File: config.mk
export PLATFORM = sky130hd
export DESIGN_NAME = instr_fetch_unit
export DESIGN_NICKNAME = d
export VERILOG_FILES = /design/src/rtl/instr_fetch_unit.sv
export SDC_FILE = /design/constraint.sdc
export NUM_CORES = 1
export LEC_CHECK = 0
export CAP_MARGIN = 25
export CORE_MARGIN = 2
export CORE_UTILIZATION = 23
export DETAILED_ROUTE_END_ITERATION = 16
export GPL_ROUTABILITY_DRIVEN = 0
export PLACE_DENSITY = 0.42
export REMOVE_ABC_BUFFERS = 1
export SYNTH_ARGS = -nofsm -noshare
export SYNTH_HDL_FRONTEND = slang
export SYNTH_SLANG_ARGS = --single-unit
File: constraint.sdc
create_clock -name clk -period 3.17 [get_ports clk]
set_clock_uncertainty 0.2 [all_clocks]
set_input_delay 0.634 -clock clk [delete_from_list [all_inputs] [get_ports clk]]
set_output_delay 0.634 -clock clk [all_outputs]
set_load 0.005 [all_outputs]
File: src/rtl/instr_fetch_unit.sv
// rtl/instr_fetch_unit.sv - PC owner and single-outstanding instruction fetcher
// Presents fetched instructions with their PC; freezes on the all-zero HALT word.
module instr_fetch_unit #(
  parameter int              PC_W     = 32,
  parameter int              INS_W    = 32,
  parameter logic [PC_W-1:0] RESET_PC = '0
) (
  input  logic             clk,
  input  logic             rst_n,
  output logic             imem_req,
  output logic [PC_W-1:0]  imem_addr,
  input  logic             imem_valid,
  input  logic [INS_W-1:0] imem_rdata,
  input  logic             stall,
  input  logic             redirect_valid,
  input  logic [PC_W-1:0]  redirect_pc,
  output logic             instr_valid,
  output logic [INS_W-1:0] instr,
  output logic [PC_W-1:0]  instr_pc,
  output logic [PC_W-1:0]  pc_plus4,
  output logic             halted
);

  typedef enum logic [2:0] {START, FETCH, WAIT, ISSUE, HALTED} state_t;

  localparam logic [PC_W-1:0] PC_STEP = PC_W'(4);

  state_t           state_q, state_d;
  logic [PC_W-1:0]  pc_q, pc_d;
  logic             drop_q, drop_d;
  logic             req_q, req_d;
  logic [PC_W-1:0]  addr_q, addr_d;
  logic             ivalid_q, ivalid_d;
  logic [INS_W-1:0] instr_q, instr_d;
  logic [PC_W-1:0]  ipc_q, ipc_d;
  logic [PC_W-1:0]  pcp4_q, pcp4_d;
  logic             halted_q, halted_d;
  logic [PC_W-1:0]  target;

  assign target = {redirect_pc[PC_W-1:2], 2'b00};

  always_comb begin
    state_d  = state_q;
    pc_d     = pc_q;
    drop_d   = drop_q;
    req_d    = 1'b0;
    addr_d   = addr_q;
    ivalid_d = ivalid_q;
    instr_d  = instr_q;
    ipc_d    = ipc_q;
    pcp4_d   = pcp4_q;
    halted_d = halted_q;

    case (state_q)
      START: begin
        state_d = FETCH;
        if (redirect_valid) pc_d = target;
      end
      FETCH: begin
        state_d = WAIT;
        // The request is already on the bus; its response must be thrown away.
        if (redirect_valid) begin
          pc_d   = target;
          drop_d = 1'b1;
        end
      end
      WAIT: begin
        if (imem_valid) begin
          if (redirect_valid || drop_q) begin
            drop_d  = 1'b0;
            state_d = FETCH;
            if (redirect_valid) pc_d = target;
          end else if (imem_rdata == '0) begin
            halted_d = 1'b1;
            state_d  = HALTED;
          end else begin
            instr_d  = imem_rdata;
            ipc_d    = pc_q;
            pcp4_d   = pc_q + PC_STEP;
            ivalid_d = 1'b1;
            state_d  = ISSUE;
          end
        end else if (redirect_valid) begin
          pc_d   = target;
          drop_d = 1'b1;
        end
      end
      ISSUE: begin
        if (redirect_valid) begin
          pc_d     = target;
          ivalid_d = 1'b0;
          state_d  = FETCH;
        end else if (!stall) begin
          pc_d     = pc_q + PC_STEP;
          ivalid_d = 1'b0;
          state_d  = FETCH;
        end
      end
      default: ;
    endcase

    // Outputs are registered, so the strobe is raised as FETCH is entered.
    if (state_d == FETCH) begin
      req_d  = 1'b1;
      addr_d = pc_d;
    end
  end

  always_ff @(posedge clk or negedge rst_n) begin
    if (!rst_n) begin
      state_q  <= START;
      pc_q     <= RESET_PC;
      drop_q   <= 1'b0;
      req_q    <= 1'b0;
      addr_q   <= '0;
      ivalid_q <= 1'b0;
      instr_q  <= '0;
      ipc_q    <= '0;
      pcp4_q   <= '0;
      halted_q <= 1'b0;
    end else begin
      state_q  <= state_d;
      pc_q     <= pc_d;
      drop_q   <= drop_d;
      req_q    <= req_d;
      addr_q   <= addr_d;
      ivalid_q <= ivalid_d;
      instr_q  <= instr_d;
      ipc_q    <= ipc_d;
      pcp4_q   <= pcp4_d;
      halted_q <= halted_d;
    end
  end

  assign imem_req    = req_q;
  assign imem_addr   = addr_q;
  assign instr_valid = ivalid_q;
  assign instr       = instr_q;
  assign instr_pc    = ipc_q;
  assign pc_plus4    = pcp4_q;
  assign halted      = halted_q;

endmodule

==> results.ini <==
[worst_setup_path]
crit_start=redirect_valid
crit_top_cell=buf_4
endpoint=imem_addr[10]
slowest_delay_ns=0.48
worstSetupPathType=input pin to flip-flop
r2r-end=imem_addr[25]
cp_cell_sequence=clkdlybuf4s50_1 -> buf_4 -> nor2b_1 -> o22ai_1 -> nand3_1 -> inv_2 -> buf_4 -> mux2_2
cp-start-kind=input pin
r2r_slack_ns=0.51
end_kind=flip-flop
cp_max_fo=34
r2r_cells=6
crit_required_ns=3.28
worstPathArrival_ns=2.83
crit-reg2reg-launch=pc_q[17]
critical_path.slowest_cell=clkdlybuf4s50_1

[global_routing]
overflow=0
grtUsageTotal_pct=15.2
grt_max_degree=59
grt_pass1_vias=6170
grt_pass1_wl_um=39000
antenna_found_initial=2

[drt]
ant_nets=0
routed_wl_um=25400
drc=0
wire_per_inst_um=18.8
vias_per_cell=4.49
m1WireLength_um=11600
firstDrtPassIters=5
drtIter0Drc=376
wl_met2_um=11900
wl_met3_um=1410
vias=6066
highest_layer=met4

[clock_network]
cts.sinks=165
cts_setup_buffers=0
numCtsBuffers=17
h-tree-depth=4
clock-root-buffer=clkbuf_16
cts_resized=0
clk_latency_ns=0.43
cts_buffer_depth=2
path_clk_slew_ns=0.07
tritoncts=yes

[final_layout]
regArea_um2=4130
area_growth_pct=43.0
layout.cells.most_common=clkdlybuf4s50_1
layout-drive-gt1-share_pct=20.1
final_nets=964
layout_common_cells=clkdlybuf4s50_1 (196), dfrtp_1 (165), mux2_2 (89)
multi_input_area_um2=3230
final_area_um2=10900
fillers=3396

[power]
power_density_nw_per_um2=414
power_leakage_nw=4.66
ir_worst_vdd_mv=0.362

[status]
status=finished clean

[logic_synthesis]
ys_seq_area_share_pct=54.2
synth_area_um2=7620
ys.warnings.count=0
synth_top_flop_cell=dfrtp_1
synthArstFlopShare_pct=100
synth.lib_cells_used.distinct=62
synth_edf_count=0
syn_inst=686
synth-seq-cells=165
syn_avg_cell_area_um2=11.1

[floorplan]
io_pins=200
die_h_um=186
design.core.area_um2=32500
dieArea_um2=34600
floorplan.initialDensity_pct=23.4
dieWidth_um=186
row_count=66

[sta]
slew_headroom_pct=60.9
setup_violations=0
rsz0062_at_grt=false
slew_viol_final=0
setup_slack_ns=0.455
period_share_pct=85.7
min_period_ns=2.72
worstMarginPinSlew_ns=0.586
max_freq_ghz=0.368
hold_viol_final=0

[place]
io_buffers=197
place_worst_setup_slack_ns=0.0111
place_area_um2=10300
dp_hpwl_um=18800

[min_path]
min_delay_path_depth=2
min_from=pc_plus4[15]
min_path_type=flip-flop to flip-flop

[job]
max_cap_violations=0

worst max-delay path: cells and delay by family:
kind | cells | cell delay, ns
compound gates | 1 | 0.21
buf+inv | 4 | 1.27
mux | 1 | 0.38
simple gates | 2 | 0.29
kinds of logic after synthesis:
family	count (synthesis)	share of synthesized area [%]
adders and majority gates	1	0.164
DFF	165	54.2
xor gates and xnor gates	28	3.22
buffers and inverters	63	3.65
and+or+nand+nor	205	14.1
muxes	97	14.3
AOI/OAI and AO/OA	127	10.3
stage by stage:
step | cells | total power [mW] | setup TNS (ns) | hold WS [ns] | utilization [%]
final | 1351 | 4.51 | 0 | 0.276 | 33.5
after global placement | 1315 | 2.41 | 0 | 0.265 | 31.6
after CTS | 1348 | 4.60 | 0 | 0.287 | 33.4
after global routing | 1351 | 4.69 | 0 | 0.296 | 33.5
after floorplan | 633 | 2.22 | -326.16 | 0.138 | -
after detailed placement | 1315 | 2.41 | 0 | 0.269 | 31.6
registers in the layout (all words and copies together) (netlist names):
| signal | count |
|---|---|
| imem_addr | 32 |
| instr | 32 |
| instr_pc | 32 |
| pc_q | 32 |
| pc_plus4 | 30 |
| state_q | 3 |
| drop_q | 1 |
| halted | 1 |
| imem_req | 1 |
| instr_valid | 1 |
power by group:
part	internal [mW]	leakage [nW]	switching, mW	total (mW)
combinational	0.111	2.12	0.118	0.229
clock	1.19	0.280	0.949	2.14
sequential	2.11	2.26	0.0219	2.14
how the worst min path moves through the flow:
stage | to | slack, ns
final | pc_plus4[15] | 0.28
after global routing | pc_plus4[26] | 0.30
after global placement | pc_plus4[18] | 0.26
after floorplan | drop_q | 0.14
after detailed placement | halted | 0.27
after CTS | pc_plus4[21] | 0.29
final cells by class:
| cell class | instances | share of cell area [%] |
|---|---|---|
| antenna | 2 | 0.0460 |
| clock buffer | 18 | 4.03 |
| clock inverter | 14 | 1.37 |
| inverter | 10 | 0.345 |
| multi-input combinational | 458 | 29.6 |
| sequential | 165 | 37.9 |
| tap | 442 | 5.08 |
| timing repair buffer | 242 | 21.6 |
cells in the mapped netlist, types with 2 or more instances:
library cell / instances / area, µm²
a221o_1: 6 / 60.1
and4_1: 2 / 17.5
nor2b_1: 3 / 18.8
a22oi_1: 6 / 45.0
o21ai_0: 48 / 240
buf_1: 2 / 7.51
mux2i_1: 7 / 70.1
nand4_1: 12 / 75.1
o22ai_1: 10 / 62.6
a21oi_1: 24 / 120
clkbuf_2: 3 / 15.0
nor2_1: 32 / 120
or3_1: 4 / 25.0
xnor2_1: 15 / 131
inv_1: 9 / 33.8
o211ai_1: 2 / 15.0
mux2_2: 89 / 1000
a311oi_1: 3 / 26.3
nor3_2: 2 / 20.0
nor3b_1: 3 / 22.5
nand2b_1: 5 / 31.3
a31oi_1: 6 / 37.5
xor2_1: 13 / 114
buf_2: 21 / 105
dfrtp_1: 165 / 4130
clkbuf_1: 24 / 90.1
a21o_1: 3 / 22.5
a31o_2: 2 / 17.5
and3_1: 9 / 56.3
o31ai_1: 5 / 37.5
nand3_1: 19 / 95.1
or4_1: 2 / 15.0
buf_4: 3 / 22.5
nand2_1: 64 / 240
nor3_1: 13 / 65.1
and2_1: 7 / 43.8
nor4_1: 17 / 106
nand3b_1: 2 / 15.0
routing by layer:
metal  vias up  track usage (%)
li1       2894                -
met1      2985             20.5
met2       163             23.9
met3        24             4.05
met4         0             4.31
met5         -                0
what timing repair did:
| action | 4_1_cts | 5_1_grt |
|---|---|---|
| endpoints found under the setup margin | 0 | 0 |
| endpoints found under the hold margin | 15 | 0 |
| hold buffers | 1 | 0 |
Note: power is estimated with default switching activity, not from simulation.
==> edit 1 (config.mk and constraints unchanged) <==
Take the reset off `instr_q` and load it in a clocked block of its own.
--- a/src/rtl/instr_fetch_unit.sv
+++ b/src/rtl/instr_fetch_unit.sv
@@ -114,7 +114,6 @@
       req_q    <= 1'b0;
       addr_q   <= '0;
       ivalid_q <= 1'b0;
-      instr_q  <= '0;
       ipc_q    <= '0;
       pcp4_q   <= '0;
       halted_q <= 1'b0;
@@ -125,11 +124,14 @@
       req_q    <= req_d;
       addr_q   <= addr_d;
       ivalid_q <= ivalid_d;
-      instr_q  <= instr_d;
       ipc_q    <= ipc_d;
       pcp4_q   <= pcp4_d;
       halted_q <= halted_d;
     end
+  end
+
+  always_ff @(posedge clk) begin
+    instr_q <= instr_d;
   end
 
   assign imem_req    = req_q;
Formal check against the unedited RTL: differs if rst_n is asserted again (counterexample within 4 cycles, from zero or initial values and one cycle with rst_n low); with rst_n held inactive, the same outputs for 4 cycles.
==> edit 1 against the original RTL <==
Area after synthesis is 2.4% lower. Critical path depth is 2 lower. Cell area is 1.8% lower. Setup slack better by 45 ps. Sequential cell count stayed put. Wire length is 0.84% lower. Count of clock-buffer cells in the layout is 4 higher. First-iteration DRC count is 29% lower. Global-route usage hardly changed. Total power is 1.5% lower. Critical path type unchanged.
==> edit 1: results <==
set metrics [dict create \
    n_antenna_cell 0 \
    status "completed" \
    critical-path-max-stage-delay_ps 630 \
    ys_seq_area_share_pct 57.7 \
    nets 927 \
    p_sw_share_pct 23.2 \
    synth.avg_cell_area_um2 11.6 \
    synth_compound_area_share_pct 10.8 \
    synth_area_leaders "dfrtp_1 (45%), edfxtp_1 (13%), mux2_2 (8.3%)" \
    yosys.area_share.adder_pct 0.168 \
    clock_area_share_pct 5.28 \
    dr_total_vias 5823 \
    clock_buffers 22 \
    grt_usage_pct 15.2 \
    dp_cells 1239 \
    num-nonclk-inverters 11 \
    synth.distinct_cells 71 \
    timing.rr.end "imem_addr[19]$_DFFE_PN0N_" \
    drive_gt1_share_pct 17.4 \
    wl_um 25100 \
    drtIter0Drc 267 \
    grt_pass1_wl_um 38400 \
    ir_drop_mv 0.362 \
    p_leak_nw 4.39 \
    fill_cells 3243 \
    holdWs_ps 280 \
    post-place-ws_ps 36.8 \
    cp.arrival_ps 2600 \
    num_rows 65 \
    use_met1_pct 21.6 \
    critical_path.max_fanout 24 \
    sh_seq_area_pct 40.1 \
    grt_pass1_vias 6110 \
    layout.nonclk_buf_share_pct 22.3 \
    drt-met1-wl_um 12300 \
    synth-xor-area-share_pct 3.30 \
]
==> edit 1: power by group through the flow <==
stage | clock, mW | combinational, mW | sequential [mW]
final | 2.03 | 0.217 | 2.19
after global routing | 2.19 | 0.240 | 2.19
after CTS | 2.10 | 0.223 | 2.19
after detailed placement | 0 | 0.221 | 2.23
after global placement | 0 | 0.220 | 2.23
after floorplan | 0 | 0.0437 | 2.23
==> edit 1: worst max path at each step <==
stage,startpoint,end,slack (ps),depth (start not counted)
finish,redirect_valid,instr[21]$_DFFE_PP_,500,6
global route,pc_q[19]$_DFF_PN0_,imem_addr[27]$_DFFE_PN0N_,330,6
CTS,redirect_valid,instr[21]$_DFFE_PP_,480,6
detailed placement,redirect_valid,instr[23]$_DFFE_PP_,40,6
global placement,redirect_valid,instr[23]$_DFFE_PP_,50,6
floorplan,imem_rdata[18],instr[0]$_DFFE_PP_,-3600,4
==> edit 1: critical path, delay by kind of cell <==
family          cells  cell delay [ps]
compound gates      1              140
buf+inv             3              970
simple gates        2              850
==> edit 2 (same settings) <==
Without the edit above. Change the parameter `INS_W` from 32 to 64.
--- a/src/rtl/instr_fetch_unit.sv
+++ b/src/rtl/instr_fetch_unit.sv
@@ -2,7 +2,7 @@
 // Presents fetched instructions with their PC; freezes on the all-zero HALT word.
 module instr_fetch_unit #(
   parameter int              PC_W     = 32,
-  parameter int              INS_W    = 32,
+  parameter int              INS_W    = 64,
   parameter logic [PC_W-1:0] RESET_PC = '0
 ) (
   input  logic             clk,
Interface: changed (resized imem_rdata and instr); port bits go from 200 to 264. The function was not compared with the original's and may differ.
==> edit 2 against the original RTL <==
Global-route usage up 0.24 points. Sequential cell count up 32. Non-clock buffer count up 60. Wire length up 21%. Cell count up 15%. Sequential power up 19%. Total power up 7.6%. Critical path depth down 1. Cell area up 18%. Setup slack worse by 160 ps. Area after synthesis up 17%. Critical path type unchanged. Largest power group unchanged. Highest routed layer unchanged.
==> edit 2: results <==
set metrics [dict create \
    ys_seq_area_share_pct 55.4 \
    avgRoutedWirePerCell_um 19.7 \
    r2r_cells 7 \
    place_area_um2 12300 \
    insertion_delay_ps 450 \
    synth_area_leaders "dfrtp_1 (55%), mux2_2 (15%), a21oi_1 (2.8%)" \
    cp.arrival_ps 3010 \
    first_pass_iters 4 \
    post_cts_buffers 0 \
    p_leak_nw 5.52 \
    synthMuxAreaShare_pct 15.6 \
    nets 1128 \
    grt_usage_pct 15.4 \
    h-tree-depth 4 \
    dp_cells 1525 \
    numCtsBuffers 17 \
    ff2ff_setup_slack_ps 460 \
    timing.rr.end "imem_addr[20]$_DFFE_PN0N_" \
    hpwlAfterDp_um 22700 \
    largest_reg_flops 64 \
    ys_top_cells_by_count "dfrtp_1 (197), mux2_2 (119), nor2_1 (53)" \
    grt_pass1_vias 7281 \
    fin_cells 1557 \
    drtIter0Drc 313 \
    cts_root_buf "clkbuf_16" \
    holdWs_ps 6.36 \
    path_clk_slew_ps 80 \
    synth.distinct_cells 64 \
    critical-path-max-stage-delay_ps 500 \
    r2r_start "pc_q[2]$_DFF_PN0_" \
    yosys.area_share.adder_pct 0.141 \
    drv_cap 0 \
    status "completed" \
    critical_path.max_fanout 16 \
    synth.avg_cell_area_um2 11.7 \
    synth_compound_area_share_pct 10.5 \
    async_flop_share_pct 100 \
    ys.flop_type "dfrtp_1" \
    grt_max_degree 70 \
    max_slew_margin_pct 58.5 \
    yosys_warnings 0 \
    dr_total_vias 6902 \
    fill_cells 4000 \
    portBuffers 261 \
    grt_pass1_wl_um 46900 \
    holdCritPathClass "input port to asynchronous set/reset pin" \
    cts.repair.resized 0 \
    slowest_stage "nor4_1" \
    synth-xor-area-share_pct 3.15 \
    ir_drop_mv 0.360 \
    antenna_found_initial 2 \
    drive_gt1_share_pct 19.8 \
    clockBufferDepth 2 \
]
-- edit 2: stage by stage --
step | util [%] | worst slack [ps]
finish | 33.4 | 292
global route | 33.4 | 243
CTS | 33.4 | 305
global placement | 32.1 | -114
floorplan | - | -2620
detailed placement | 32.1 | -177
-- edit 2: cell type report --
class	instances	area, um^2	share of cell area [%]
tap	518	648	5.05
clock inverter	9	58.8	0.459
inverter	14	52.6	0.410
antenna	2	5.00	0.0390
timing repair buffer	302	3020	23.6
sequential	197	4930	38.4
multi-input combinational	494	3660	28.5
clock buffer	21	450	3.51
-- edit 2: kinds of logic after synthesis --
group	after synthesis
DFF	197
and+or+nand+nor	192
AOI/OAI and AO/OA	145
muxes	124
buffers and inverters	71
xor gates and xnor gates	32
adders and majority gates	1
-- edit 2: routing by layer --
layer  part of all wire [%]  track usage [%]  vias to the layer above
met1                     46             20.7                     3447
met4                    1.9             5.16                        0
met2                     49             25.1                      144
li1                       -                -                     3284
met3                    3.3             2.84                       27
met5                      0                0                        -
-- edit 2: worst max-delay path by stage --
stage / startpoint / endpoint / slack (ps) / depth (start not counted)
floorplan: state_q[2]$_DFF_PN0_ / instr[0]$_DFFE_PN0P_ / -2620 / 4
global placement: imem_rdata[52] / state_q[1]$_DFF_PN0_ / -110 / 7
detailed placement: imem_rdata[0] / instr[25]$_DFFE_PN0P_ / -180 / 7
CTS: imem_rdata[0] / instr[5]$_DFFE_PN0P_ / 300 / 7
global route: imem_rdata[52] / pc_plus4[15]$_DFFE_PN0P_ / 240 / 9
finish: imem_rdata[52] / instr[5]$_DFFE_PN0P_ / 290 / 7
-- edit 2: critical path: cells and delay by family --
kind                   cells  cell delay [ps]
buffers and inverters      2              660
multiplexers               1              290
AND/OR/NAND/NOR            4             1410
-- edit 2: power breakdown --
part | internal (mW) | leakage [nW] | switching [mW] | total [mW]
Combinational | 0.147 | 2.61 | 0.138 | 0.285
Clock | 1.01 | 0.241 | 1.01 | 2.03
Sequential | 2.52 | 2.67 | 0.0177 | 2.54
